===== src/rtl/tone_seq_ctrl.sv =====
// tone_seq_ctrl: record/playback sequencer between the
// keypad scanner and the tone decoder.
module tone_seq_ctrl #(
  parameter int DEPTH       = 16,
  parameter int NOTE_CYCLES = 25_000_000,
  parameter int GAP_CYCLES  = 2_500_000
) (
  input  logic                       sys_clk,
  input  logic                       sys_rst_n,
  input  logic [3:0]                 key_code,
  input  logic                       key_valid,
  input  logic                       rec_btn,
  input  logic                       play_btn,
  input  logic                       clr_btn,
  output logic [3:0]                 tone_code,
  output logic                       tone_on,
  output logic [1:0]                 state,
  output logic [$clog2(DEPTH+1)-1:0] note_cnt,
  output logic [$clog2(DEPTH)-1:0]   play_idx,
  output logic                       full
);

  localparam int CW   = $clog2(DEPTH + 1);
  localparam int IW   = $clog2(DEPTH);
  localparam int MAXC = (NOTE_CYCLES > GAP_CYCLES) ?
                        NOTE_CYCLES : GAP_CYCLES;
  localparam int TW   = (MAXC > 1) ? $clog2(MAXC) : 1;

  localparam logic [TW-1:0] NOTE_LD = TW'(NOTE_CYCLES - 1);
  localparam logic [TW-1:0] GAP_LD  = TW'(GAP_CYCLES - 1);

  typedef enum logic [1:0] {
    S_IDLE = 2'b00,
    S_REC  = 2'b01,
    S_NOTE = 2'b10,
    S_GAP  = 2'b11
  } st_t;

  st_t           st_q, st_d;
  logic [CW-1:0] cnt_q, cnt_d;
  logic [IW-1:0] idx_q, idx_d;
  logic [IW-1:0] nxt_idx;
  logic [3:0]    code_q, code_d;
  logic          on_q, on_d;
  logic [TW-1:0] tmr_q, tmr_d;
  logic          rec_q, play_q, clr_q;
  logic          rec_e, play_e, clr_e;
  logic          tmr_z, last, playing;
  logic          wr_en, live;
  logic [3:0]    mem_q [DEPTH];

  assign rec_e   = rec_btn & ~rec_q;
  assign play_e  = play_btn & ~play_q;
  assign clr_e   = clr_btn & ~clr_q;
  assign tmr_z   = (tmr_q == '0);
  assign playing = st_q[1];
  assign nxt_idx = idx_q + IW'(1);
  assign last    = (CW'(idx_q) + CW'(1)) == cnt_q;

  assign state     = st_q;
  assign note_cnt  = cnt_q;
  assign play_idx  = idx_q;
  assign tone_code = code_q;
  assign tone_on   = on_q;
  assign full      = (cnt_q == CW'(DEPTH));

  always_comb begin
    st_d   = st_q;
    cnt_d  = cnt_q;
    idx_d  = idx_q;
    code_d = code_q;
    on_d   = on_q;
    tmr_d  = tmr_q;
    wr_en  = 1'b0;
    live   = 1'b0;
    if (clr_e) begin
      st_d  = S_IDLE;
      cnt_d = '0;
      idx_d = '0;
      on_d  = 1'b0;
      tmr_d = '0;
    end else if (play_e && playing) begin
      st_d  = S_IDLE;
      idx_d = '0;
      on_d  = 1'b0;
      tmr_d = '0;
    end else if (play_e) begin
      if (cnt_q != '0) begin
        st_d   = S_NOTE;
        idx_d  = '0;
        code_d = mem_q[0];
        on_d   = 1'b1;
        tmr_d  = NOTE_LD;
      end else begin
        live = 1'b1;
      end
    end else begin
      unique case (st_q)
        S_IDLE: begin
          live = 1'b1;
          if (rec_e) begin
            st_d  = S_REC;
            cnt_d = '0;
          end
        end
        S_REC: begin
          live = 1'b1;
          if (rec_e) begin
            st_d = S_IDLE;
          end else if (key_valid && !full) begin
            wr_en = 1'b1;
            cnt_d = cnt_q + CW'(1);
          end
        end
        S_NOTE: begin
          if (tmr_z) begin
            on_d  = 1'b0;
            tmr_d = GAP_LD;
            st_d  = S_GAP;
          end else begin
            tmr_d = tmr_q - TW'(1);
          end
        end
        S_GAP: begin
          if (!tmr_z) begin
            tmr_d = tmr_q - TW'(1);
          end else if (last) begin
            st_d  = S_IDLE;
            idx_d = '0;
          end else begin
            idx_d  = nxt_idx;
            code_d = mem_q[nxt_idx];
            on_d   = 1'b1;
            tmr_d  = NOTE_LD;
            st_d   = S_NOTE;
          end
        end
        default: ;
      endcase
    end
    // live notes: a fresh key restarts, otherwise count down
    if (live) begin
      if (key_valid && !play_e) begin
        code_d = key_code;
        on_d   = 1'b1;
        tmr_d  = NOTE_LD;
      end else if (on_q) begin
        if (tmr_z) on_d = 1'b0;
        else       tmr_d = tmr_q - TW'(1);
      end
    end
  end

  always_ff @(posedge sys_clk or negedge sys_rst_n) begin
    if (!sys_rst_n) begin
      st_q   <= S_IDLE;
      cnt_q  <= '0;
      idx_q  <= '0;
      code_q <= '0;
      on_q   <= 1'b0;
      tmr_q  <= '0;
      rec_q  <= 1'b0;
      play_q <= 1'b0;
      clr_q  <= 1'b0;
    end else begin
      st_q   <= st_d;
      cnt_q  <= cnt_d;
      idx_q  <= idx_d;
      code_q <= code_d;
      on_q   <= on_d;
      tmr_q  <= tmr_d;
      rec_q  <= rec_btn;
      play_q <= play_btn;
      clr_q  <= clr_btn;
    end
  end

  always_ff @(posedge sys_clk) begin
    if (wr_en) mem_q[cnt_q[IW-1:0]] <= key_code;
  end

endmodule


===== config.mk =====
export PLATFORM = sky130hd
export DESIGN_NAME = tone_seq_ctrl
export DESIGN_NICKNAME = d
export VERILOG_FILES = /design/src/rtl/tone_seq_ctrl.sv
export SDC_FILE = /design/constraint.sdc
export NUM_CORES = 1
export LEC_CHECK = 0
export BUFFER_PORTS_ARGS = -buffer_cell sky130_fd_sc_hd__buf_2
export CORE_UTILIZATION = 35
export DETAILED_ROUTE_END_ITERATION = 8
export RECOVER_POWER = 50
export SYNTH_ARGS = -nofsm -noshare
export SYNTH_HDL_FRONTEND = slang
export SYNTH_SLANG_ARGS = --single-unit

===== constraint.sdc =====
create_clock -name sys_clk -period 6 [get_ports sys_clk]
set_clock_uncertainty 0.2 [all_clocks]
set_input_delay 1.2 -clock sys_clk [delete_from_list [all_inputs] [get_ports sys_clk]]
set_output_delay 1.2 -clock sys_clk [all_outputs]
set_load 0.05 [all_outputs]

==> results of run 1 <==
worst max-delay path, delay by kind of cell, from the launching register on:
family                   cells  cell delay [ns]
AO/OA/AOI/OAI                2             0.66
XOR/XNOR                     2             1.13
adder cells (fa/ha/maj)      1             0.48
flip-flops                   1             0.79
AND/OR/NAND/NOR              2             0.62
power by group through the flow:
stage / clock network, W / registers [W] / logic [W]
final: 0.000647 / 0.00106 / 0.000891
after global routing: 0.000683 / 0.00107 / 0.000971
after CTS: 0.000657 / 0.00105 / 0.000886
after detailed placement: 0 / 0.00107 / 0.000883
after global placement: 0 / 0.00106 / 0.000874
after floorplan: 0 / 0.00108 / 0.000640
cell families after synthesis:
logic type / synth area share (%)
mux: 8.00
xor+xnor: 2.66
simple gates: 17.0
buf+inv: 3.36
compound gates: 16.5
fa+ha+maj: 1.48
flops: 51.0
placed cells by master (no fill, tap or decap), types with 5 or more instances in the layout:
master,n
mux2i_1,8
o211ai_1,7
nor2b_1,8
o21ai_0,33
nand3_1,13
a211oi_1,11
nor4_1,9
inv_1,14
xnor2_1,13
nand2_1,38
nand4_1,7
a21oi_1,25
a31oi_1,10
ha_1,7
xor2_1,5
mux4_2,16
buf_2,13
dfrtp_1,44
nand2b_1,6
nor2_1,47
clkbuf_1,13
nor3_1,18
edfxtp_1,64
clkbuf_16,9
cell type report:
cell class                 instances  area (sq um)
clock buffer                       9           225
clock inverter                     7          97.6
fill                            1638         10100
inverter                          14          52.6
multi-input combinational        372          2700
sequential                       108          3020
tap                              220           275
timing repair buffer              30           144
state kept, by name (all words and copies together) (netlist names):
| register | cells |
|---|---|
| mem_q | 64 |
| note_cnt | 5 |
| play_idx | 4 |
| state | 2 |
| tone_on | 1 |
| rec_q | 1 |
| play_q | 1 |
| tone_code | 4 |
| tmr_q | 25 |
| clr_q | 1 |
worst max-delay path by stage:
stage / startpoint / end / slack (ns) / cells past startpoint
finish: play_idx[0] / tone_code[2] / 2.06 / 7
CTS: play_idx[0] / tone_code[2] / 2.01 / 7
detailed placement: play_idx[0] / tone_code[2] / 2.05 / 7
global placement: clr_btn / mem_q[14][1] / 2.19 / 7
global route: play_idx[0] / tone_code[3] / 1.76 / 6
floorplan: note_cnt[2] / full / 2.70 / 4
per-layer routing:
layer	up-vias	share of wire, %
met5	-	0
met4	0	2.1
met3	29	5.4
met2	141	50
met1	2308	43
li1	2048	-
metrics by stage:
step | worst slack, ns | util [%] | instances
2_1_floorplan | 2.70 | - | 520
3_3_place_gp | 2.19 | 37.5 | 744
3_5_place_dp | 2.05 | 37.5 | 744
4_1_cts | 2.01 | 39.4 | 760
5_1_grt | 1.76 | 39.3 | 760
6_report | 2.06 | 39.3 | 760
==> results.py, run 1 <==
metrics = {
    "worst_setup_path": {
        "endpoint_kind": "flop",
        "start_kind": "flop",
        "r2r-end": "tone_code[2]",
        "worst_ep_arrival_time_ns": 4.04,
        "crit_top_cell": "xnor2_1",
        "timing.rr.start": "play_idx[0]",
        "crit_fanout": 22,
        "path_cells": "ha_1 > xnor2_1 > xnor2_1 > and4_1 > nor2_1 > a31oi_1 > a221o_1",
        "cp_slowest_cell": "xnor2_1",
        "ff2ff_path_depth": 7,
        "max_stage_delay_ns": 0.94,
        "r2r_slack_ns": 2.06,
        "cp.required_ns": 6.10,
        "crit_type": "flop to flop",
    },
    "routing": {
        "vias": 4526,
        "drt_iter0_markers": 430,
        "ant_nets": 0,
        "drc": 0,
        "dr.pass1.iters": 5,
        "drt_wl_total_um": 15600,
        "vias_per_cell": 5.96,
        "avgRoutedWirePerCell_um": 20.6,
    },
    "clock_tree": {
        "cts_sinks": 108,
        "clk_latency_ns": 0.36,
        "cts_tree": "yes",
        "hold_buffers": 0,
        "cts_made_buffers": 9,
        "post_cts_buffers": 0,
        "cts.reportedPaths.clkPinSlew_ns": 0.08,
        "htreeDepth": 3,
        "clockBufferDepth": 2,
        "ctsResizeCount": 0,
        "root_buffer": "clkbuf_16",
    },
    "global_route": {
        "grt-ovfl-total": 0,
        "grt_use_met3_pct": 4.04,
        "grt_pass1_wl_um": 25000,
        "top_usage_layer": "met2",
        "antenna_found_initial": 0,
        "met2_usage_pct": 31.1,
        "grt_use_met1_pct": 23.5,
        "grt_max_degree": 45,
        "grt.total_usage_pct": 18.5,
        "grt_pass1_vias": 4465,
    },
    "run_status": {
        "status": "finished with violations",
        "violations": "max-capacitance violations, max-slew violations",
    },
    "timing": {
        "slew-limit-headroom_pct": -67.2,
        "post-route-period-util_pct": 65.7,
        "tightest_slew_ns": 2.51,
        "hold_viol_final": 0,
        "fin_tns_setup_ns": 0,
        "rsz0062_at_grt": "no",
        "drv_slew": 45,
        "whs_ns": 0.333,
        "report.final.setup_viol": 0,
        "max_freq_mhz": 254,
        "fin_crit_ns": 3.94,
    },
    "hold_path": {
        "worstHoldPathCells": 1,
        "hp-start": "tmr_q[23]",
        "worstHoldPathType": "flop to flop",
        "min_to": "tmr_q[23]",
    },
    "die": {
        "die_x_um": 132,
        "row_count": 47,
        "io_pins": 27,
        "initial_core_util_pct": 35.7,
        "fp.coreArea_sq_um": 16600,
        "die_h_um": 132,
        "die-area_sq_um": 17500,
    },
    "power": {
        "swShare_pct": 40.9,
        "ir_drop_uv": 195,
        "pwr-share-clk_pct": 24.9,
        "p_leak_nw": 2.28,
        "combPwrFrac_pct": 34.4,
        "power_density_nw_per_um2": 398,
        "p_total_w": 0.00259,
        "p_sw_w": 0.00106,
        "p_int_w": 0.00153,
        "seqPwrFrac_pct": 40.7,
    },
    "synth": {
        "ys_types": 73,
        "yosys-top-cells-area": "edfxtp_1 32%, dfrtp_1 19%, mux4_2 6.1%",
        "async_flop_share_pct": 40.7,
        "synth_commonest_cells": "64 x edfxtp_1, 47 x nor2_1, 44 x dfrtp_1",
        "synth_ff_type": "edfxtp_1",
        "synth_edf_count": 64,
        "yosysTopAreaCellShare_pct": 32.4,
        "synth_area_sq_um": 5930,
        "synth.largest_area_cell": "edfxtp_1",
        "syn_inst": 520,
        "synth.avg_cell_area_sq_um": 11.4,
        "ys_ff_latch": 108,
        "yosysMostFrequentCell": "edfxtp_1",
        "ys_seq_area_share_pct": 51.0,
        "syn_nets": 537,
        "ys_warn_count": 0,
    },
    "final_layout": {
        "area_delta_synth_final_pct": 10.1,
        "nets": 552,
        "fin_area_sq_um": 6520,
        "drive_gt1_share_pct": 15.0,
        "insertedDiodeCount": 0,
    },
    "job": {
        "max_cap_viol_count": 1,
    },
    "placed_design": {
        "dp_hpwl_um": 11000,
        "io_buffers": 26,
        "place_congestion": 0.884,
        "place_area_sq_um": 6210,
    },
}
(Power assumes the default switching activity.)
==> inputs of run 2 (changes only) <==
==> constraint.sdc (replaced) <==
create_clock -name sys_clk -period 3.9 [get_ports sys_clk]
set_clock_uncertainty 0.2 [all_clocks]
set_input_delay 0.78 -clock sys_clk [delete_from_list [all_inputs] [get_ports sys_clk]]
set_output_delay 0.78 -clock sys_clk [all_outputs]
set_load 0.05 [all_outputs]
==> run 2 against run 1 <==
The flow still finishes with violations (max-capacitance violations, max-slew violations). Power grew 52%. Sequential cell count is the same. Non-clock buffer count grew 13. Utilization grew 0.38 points. Die area is the same. Sequential share of layout area shrank 0.45 points. Clock power grew 41%. Setup slack lost 1.5 ns. Combinational power grew 59%. First-iteration DRC count shrank 7.4%. Final area grew 0.98%. Largest power group unchanged.
==> results.py, run 2 (same netlist as run 1, synthesis figures left out) <==
metrics = {
    "global_route": {
        "grt-ovfl-total": 0,
        "grt_pass1_wl_um": 25800,
        "antenna_found_initial": 0,
        "grt.total_usage_pct": 19.4,
        "grt_pass1_vias": 4680,
        "grt_max_degree": 45,
    },
    "clock_tree": {
        "cts_sinks": 108,
        "clk_latency_ns": 0.36,
        "clockBufferDepth": 2,
        "cts.reportedPaths.clkPinSlew_ns": 0.08,
        "hold_buffers": 0,
        "cts_made_buffers": 9,
        "cts_tree": "yes",
        "post_cts_buffers": 0,
        "ctsResizeCount": 0,
        "root_buffer": "clkbuf_16",
        "htreeDepth": 3,
    },
    "worst_setup_path": {
        "cp.required_ns": 3.97,
        "cp.depth": 8,
        "path_buf_inv": 1,
        "path_cells": "inv_1 > ha_1 > or4b_4 > a2111oi_4 > o21ai_2 > nor2_1 > mux2_2 > a211oi_1",
        "crit_type": "flop to flop",
        "worst_ep_arrival_time_ns": 3.43,
        "crit_fanout": 10,
        "critical_path.top_delay_family": "compound AO/OA/AOI/OAI gates",
        "endpoint_kind": "flop",
        "max_stage_delay_ns": 0.66,
        "start_kind": "flop",
        "ff2ff_path_depth": 8,
        "cp_slowest_cell": "a2111oi_4",
    },
    "timing": {
        "slew-limit-headroom_pct": -73.4,
        "rsz0062_at_grt": "no",
        "report.final.setup_viol": 0,
        "hold_viol_final": 0,
        "fin_crit_ns": 3.36,
        "max_freq_mhz": 297,
        "whs_ns": 0.323,
        "fin_tns_setup_ns": 0,
        "drv_slew": 45,
        "tightest_slew_ns": 2.60,
        "post-route-period-util_pct": 86.2,
    },
    "hold_path": {
        "worstHoldPathType": "flop to flop",
        "worstHoldPathCells": 1,
    },
    "die": {
        "row_count": 47,
        "die-area_sq_um": 17500,
        "initial_core_util_pct": 35.7,
        "fp.coreArea_sq_um": 16600,
        "die_h_um": 132,
        "io_pins": 27,
        "die_x_um": 132,
    },
    "final_layout": {
        "insertedDiodeCount": 0,
        "n_fill_cell": 1603,
        "nets": 565,
        "layout_common_cells": "64 x edfxtp_1, 47 x nor2_1, 44 x dfrtp_1",
        "mostFrequentLayoutCell": "edfxtp_1",
        "area_delta_synth_final_pct": 11.1,
        "drive_gt1_share_pct": 17.0,
        "largest_register_ffs": 64,
    },
    "routing": {
        "ant_nets": 0,
        "drc": 0,
        "dr.pass1.iters": 5,
        "vias": 4639,
        "vias_per_cell": 6.00,
        "drt_wl_total_um": 16200,
        "avgRoutedWirePerCell_um": 20.9,
        "drt_iter0_markers": 398,
    },
    "power": {
        "power_density_nw_per_um2": 600,
        "p_leak_nw": 2.33,
        "ir_drop_uv": 286,
        "p_total_w": 0.00395,
    },
    "placed_design": {
        "io_buffers": 26,
        "dp_hpwl_um": 11300,
        "place_congestion": 0.947,
    },
    "run_status": {
        "status": "finished with violations",
        "violations": "max-capacitance violations, max-slew violations",
    },
    "job": {
        "max_cap_viol_count": 1,
    },
}
-- run 2: metrics by stage --
stage | area [sq um] | setup slack (ns) | instances | util (%)
floorplan | 5930 | 0.806 | 520 | -
global placement | 6310 | 0.675 | 757 | 38.1
detailed placement | 6310 | 0.628 | 757 | 38.1
CTS | 6600 | 0.599 | 773 | 39.8
global route | 6590 | 0.406 | 773 | 39.7
finish | 6590 | 0.538 | 773 | 39.7
-- run 2: path summary, 6_finish.rpt --
kind,from,end,slack (ns)
min reg2reg,tmr_q[23],tmr_q[23],0.32
min in group asynchronous,sys_rst_n,tmr_q[19],1.01
min,tmr_q[23],tmr_q[23],0.32
max in group asynchronous,sys_rst_n,note_cnt[2],0.99
max reg2reg,note_cnt[0],tmr_q[20],0.54
max,note_cnt[0],tmr_q[20],0.54
-- run 2: cell type report --
class | count | area [sq um] | share of cell area, %
multi-input combinational | 372 | 2700 | 41.1
sequential | 108 | 3020 | 45.9
timing repair buffer | 43 | 241 | 3.67
clock buffer | 9 | 225 | 3.42
tap | 220 | 275 | 4.18
clock inverter | 7 | 63.8 | 0.969
inverter | 14 | 52.6 | 0.798
-- run 2: power by group --
part | total [W] | internal (W) | switching (W)
clock network | 0.000913 | 0.000452 | 0.000461
registers | 0.00162 | 0.00135 | 0.000263
logic | 0.00142 | 0.000509 | 0.000915
-- run 2: routing by layer --
metal  up-vias  global-route usage [%]  share of wire (%)
li1       2078                       -                  -
met2       170                    32.6                 49
met3        45                    4.42                5.7
met5         -                       0                  0
met1      2346                    23.9                 42
met4         0                    8.40                2.9
==> inputs of run 3 (changes only) <==
--- a/config.mk
+++ b/config.mk
@@ -8,6 +8,7 @@
 export BUFFER_PORTS_ARGS = -buffer_cell sky130_fd_sc_hd__buf_2
 export CORE_UTILIZATION = 35
 export DETAILED_ROUTE_END_ITERATION = 8
+export PLACE_DENSITY = 0.52
 export RECOVER_POWER = 50
 export SYNTH_ARGS = -nofsm -noshare
 export SYNTH_HDL_FRONTEND = slang
==> run 3 against run 2 <==
The run still ends with max-capacitance violations, max-slew violations left. Worst hold slack better by 0.011 ns. Critical path depth did not move. Clock-buffer cell count stayed put. Wire length up 1.9%. Sequential share of layout area fell by 0.052 points. Clock power is 4.4% higher. Die area did not move. Setup slack improved by 0.073 ns. Highest routed layer unchanged.
==> results.py, run 3 (same netlist as run 1, synthesis figures left out) <==
metrics = {
    "global_route": {
        "grt_pass1_vias": 4631,
        "grt-ovfl-total": 0,
        "grt_max_degree": 45,
        "antenna_found_initial": 0,
        "grt.total_usage_pct": 19.9,
        "grt_pass1_wl_um": 26600,
    },
    "placed_design": {
        "dp_hpwl_um": 11700,
        "io_buffers": 26,
        "place_congestion": 0.935,
        "place_area_sq_um": 6300,
    },
    "power": {
        "combPwrFrac_pct": 35.5,
        "ir_drop_uv": 278,
        "swShare_pct": 42.0,
        "seqPwrFrac_pct": 40.7,
        "power_density_nw_per_um2": 607,
        "p_int_w": 0.00232,
        "p_sw_w": 0.00168,
        "pwr-share-clk_pct": 23.8,
        "p_leak_nw": 2.33,
    },
    "timing": {
        "fin_tns_setup_ns": 0,
        "report.final.setup_viol": 0,
        "max_freq_mhz": 304,
        "drv_slew": 45,
        "tightest_slew_ns": 2.45,
        "fin_crit_ns": 3.29,
        "slew-limit-headroom_pct": -63.3,
        "post-route-period-util_pct": 84.3,
        "rsz0062_at_grt": "no",
        "hold_viol_final": 0,
    },
    "clock_tree": {
        "cts_tree": "yes",
        "clockBufferDepth": 2,
        "root_buffer": "clkbuf_16",
        "cts_made_buffers": 9,
        "post_cts_buffers": 0,
        "cts.reportedPaths.clkPinSlew_ns": 0.08,
        "cts_sinks": 108,
        "htreeDepth": 3,
        "clk_latency_ns": 0.36,
        "hold_buffers": 0,
        "ctsResizeCount": 0,
    },
    "hold_path": {
        "worstHoldPathType": "flop to flop",
    },
    "run_status": {
        "violations": "max-capacitance violations, max-slew violations",
        "status": "finished with violations",
    },
    "job": {
        "max_cap_viol_count": 1,
    },
    "routing": {
        "dr_wl_met3_um": 940,
        "drt_wl_total_um": 16500,
        "vias_per_cell": 5.94,
        "wl_met2_um": 7970,
        "dr.pass1.iters": 6,
        "avgRoutedWirePerCell_um": 21.4,
        "highest_layer": "met4",
        "drc": 0,
        "wl_met1_um": 7080,
        "drt_iter0_markers": 432,
        "vias": 4582,
        "ant_nets": 0,
    },
    "final_layout": {
        "drive_gt1_share_pct": 16.7,
        "largest_register_ffs": 64,
        "regArea_sq_um": 3020,
        "layout_common_cells": "64 x edfxtp_1, 47 x nor2_1, 44 x dfrtp_1",
        "multiInputGateArea_sq_um": 2700,
        "fin_area_sq_um": 6590,
        "n_fill_cell": 1631,
        "insertedDiodeCount": 0,
        "area_delta_synth_final_pct": 11.3,
        "nets": 563,
        "mostFrequentLayoutCell": "edfxtp_1",
    },
    "worst_setup_path": {
        "cp.required_ns": 3.97,
        "endpoint_kind": "flop",
        "crit_fanout": 9,
        "start_kind": "flop",
        "r2r_slack_ns": 0.61,
        "crit_type": "flop to flop",
        "worst_ep_arrival_time_ns": 3.35,
    },
    "die": {
        "die_h_um": 132,
        "row_count": 47,
        "die-area_sq_um": 17500,
        "die_x_um": 132,
        "initial_core_util_pct": 35.7,
        "io_pins": 27,
        "fp.coreArea_sq_um": 16600,
    },
}
## run 3: per-stage QoR
stage	hold slack [ns]	cells	util [%]	power [W]	setup slack, ns
finish	0.334	771	39.8	0.00400	0.612
global route	0.343	771	39.8	0.00421	0.367
CTS	0.330	771	39.9	0.00401	0.662
detailed placement	0.323	755	38.0	0.00304	0.692
global placement	0.318	755	38.0	0.00304	0.824
floorplan	0.284	520	-	0.00264	0.806
## run 3: final timing paths
check,cells past startpoint,end,from
setup / recovery,8,tmr_q[20],note_cnt[0]
setup reg to reg,8,tmr_q[20],note_cnt[0]
hold reg to reg,1,tmr_q[23],tmr_q[23]
min in group asynchronous,1,tmr_q[18],sys_rst_n
max in group asynchronous,1,tmr_q[1],sys_rst_n
hold / removal,1,tmr_q[23],tmr_q[23]
## run 3: worst max-delay path, stage by stage, from the launching register on
cell	delay, ns
dfrtp_1	0.48
inv_1	0.13
ha_1	0.21
or4b_4	0.52
a2111oi_4	0.64
o21ai_2	0.26
nor2_1	0.18
mux2_2	0.35
a211oi_1	0.22
## run 3: cell type report
type                            count  area share (%)
Inverter                           14           0.797
Tap cell                          220            4.18
Clock inverter                      7            1.31
Timing Repair Buffer               41            3.44
Multi-Input combinational cell    372            41.0
Sequential cell                   108            45.9
Clock buffer                        9            3.42
## run 3: power by group through the flow
stage / registers, W / clock network (W) / logic (W)
finish: 0.00163 / 0.000953 / 0.00142
global route: 0.00165 / 0.00102 / 0.00154
CTS: 0.00162 / 0.000982 / 0.00141
detailed placement: 0.00164 / 0 / 0.00140
global placement: 0.00164 / 0 / 0.00140
floorplan: 0.00166 / 0 / 0.000985
## run 3: layer usage
layer  up-vias  track usage, %
met4         0            9.04
met1      2279            25.5
met2       180            32.5
met3        45            3.96
li1       2078               -
met5         -               0
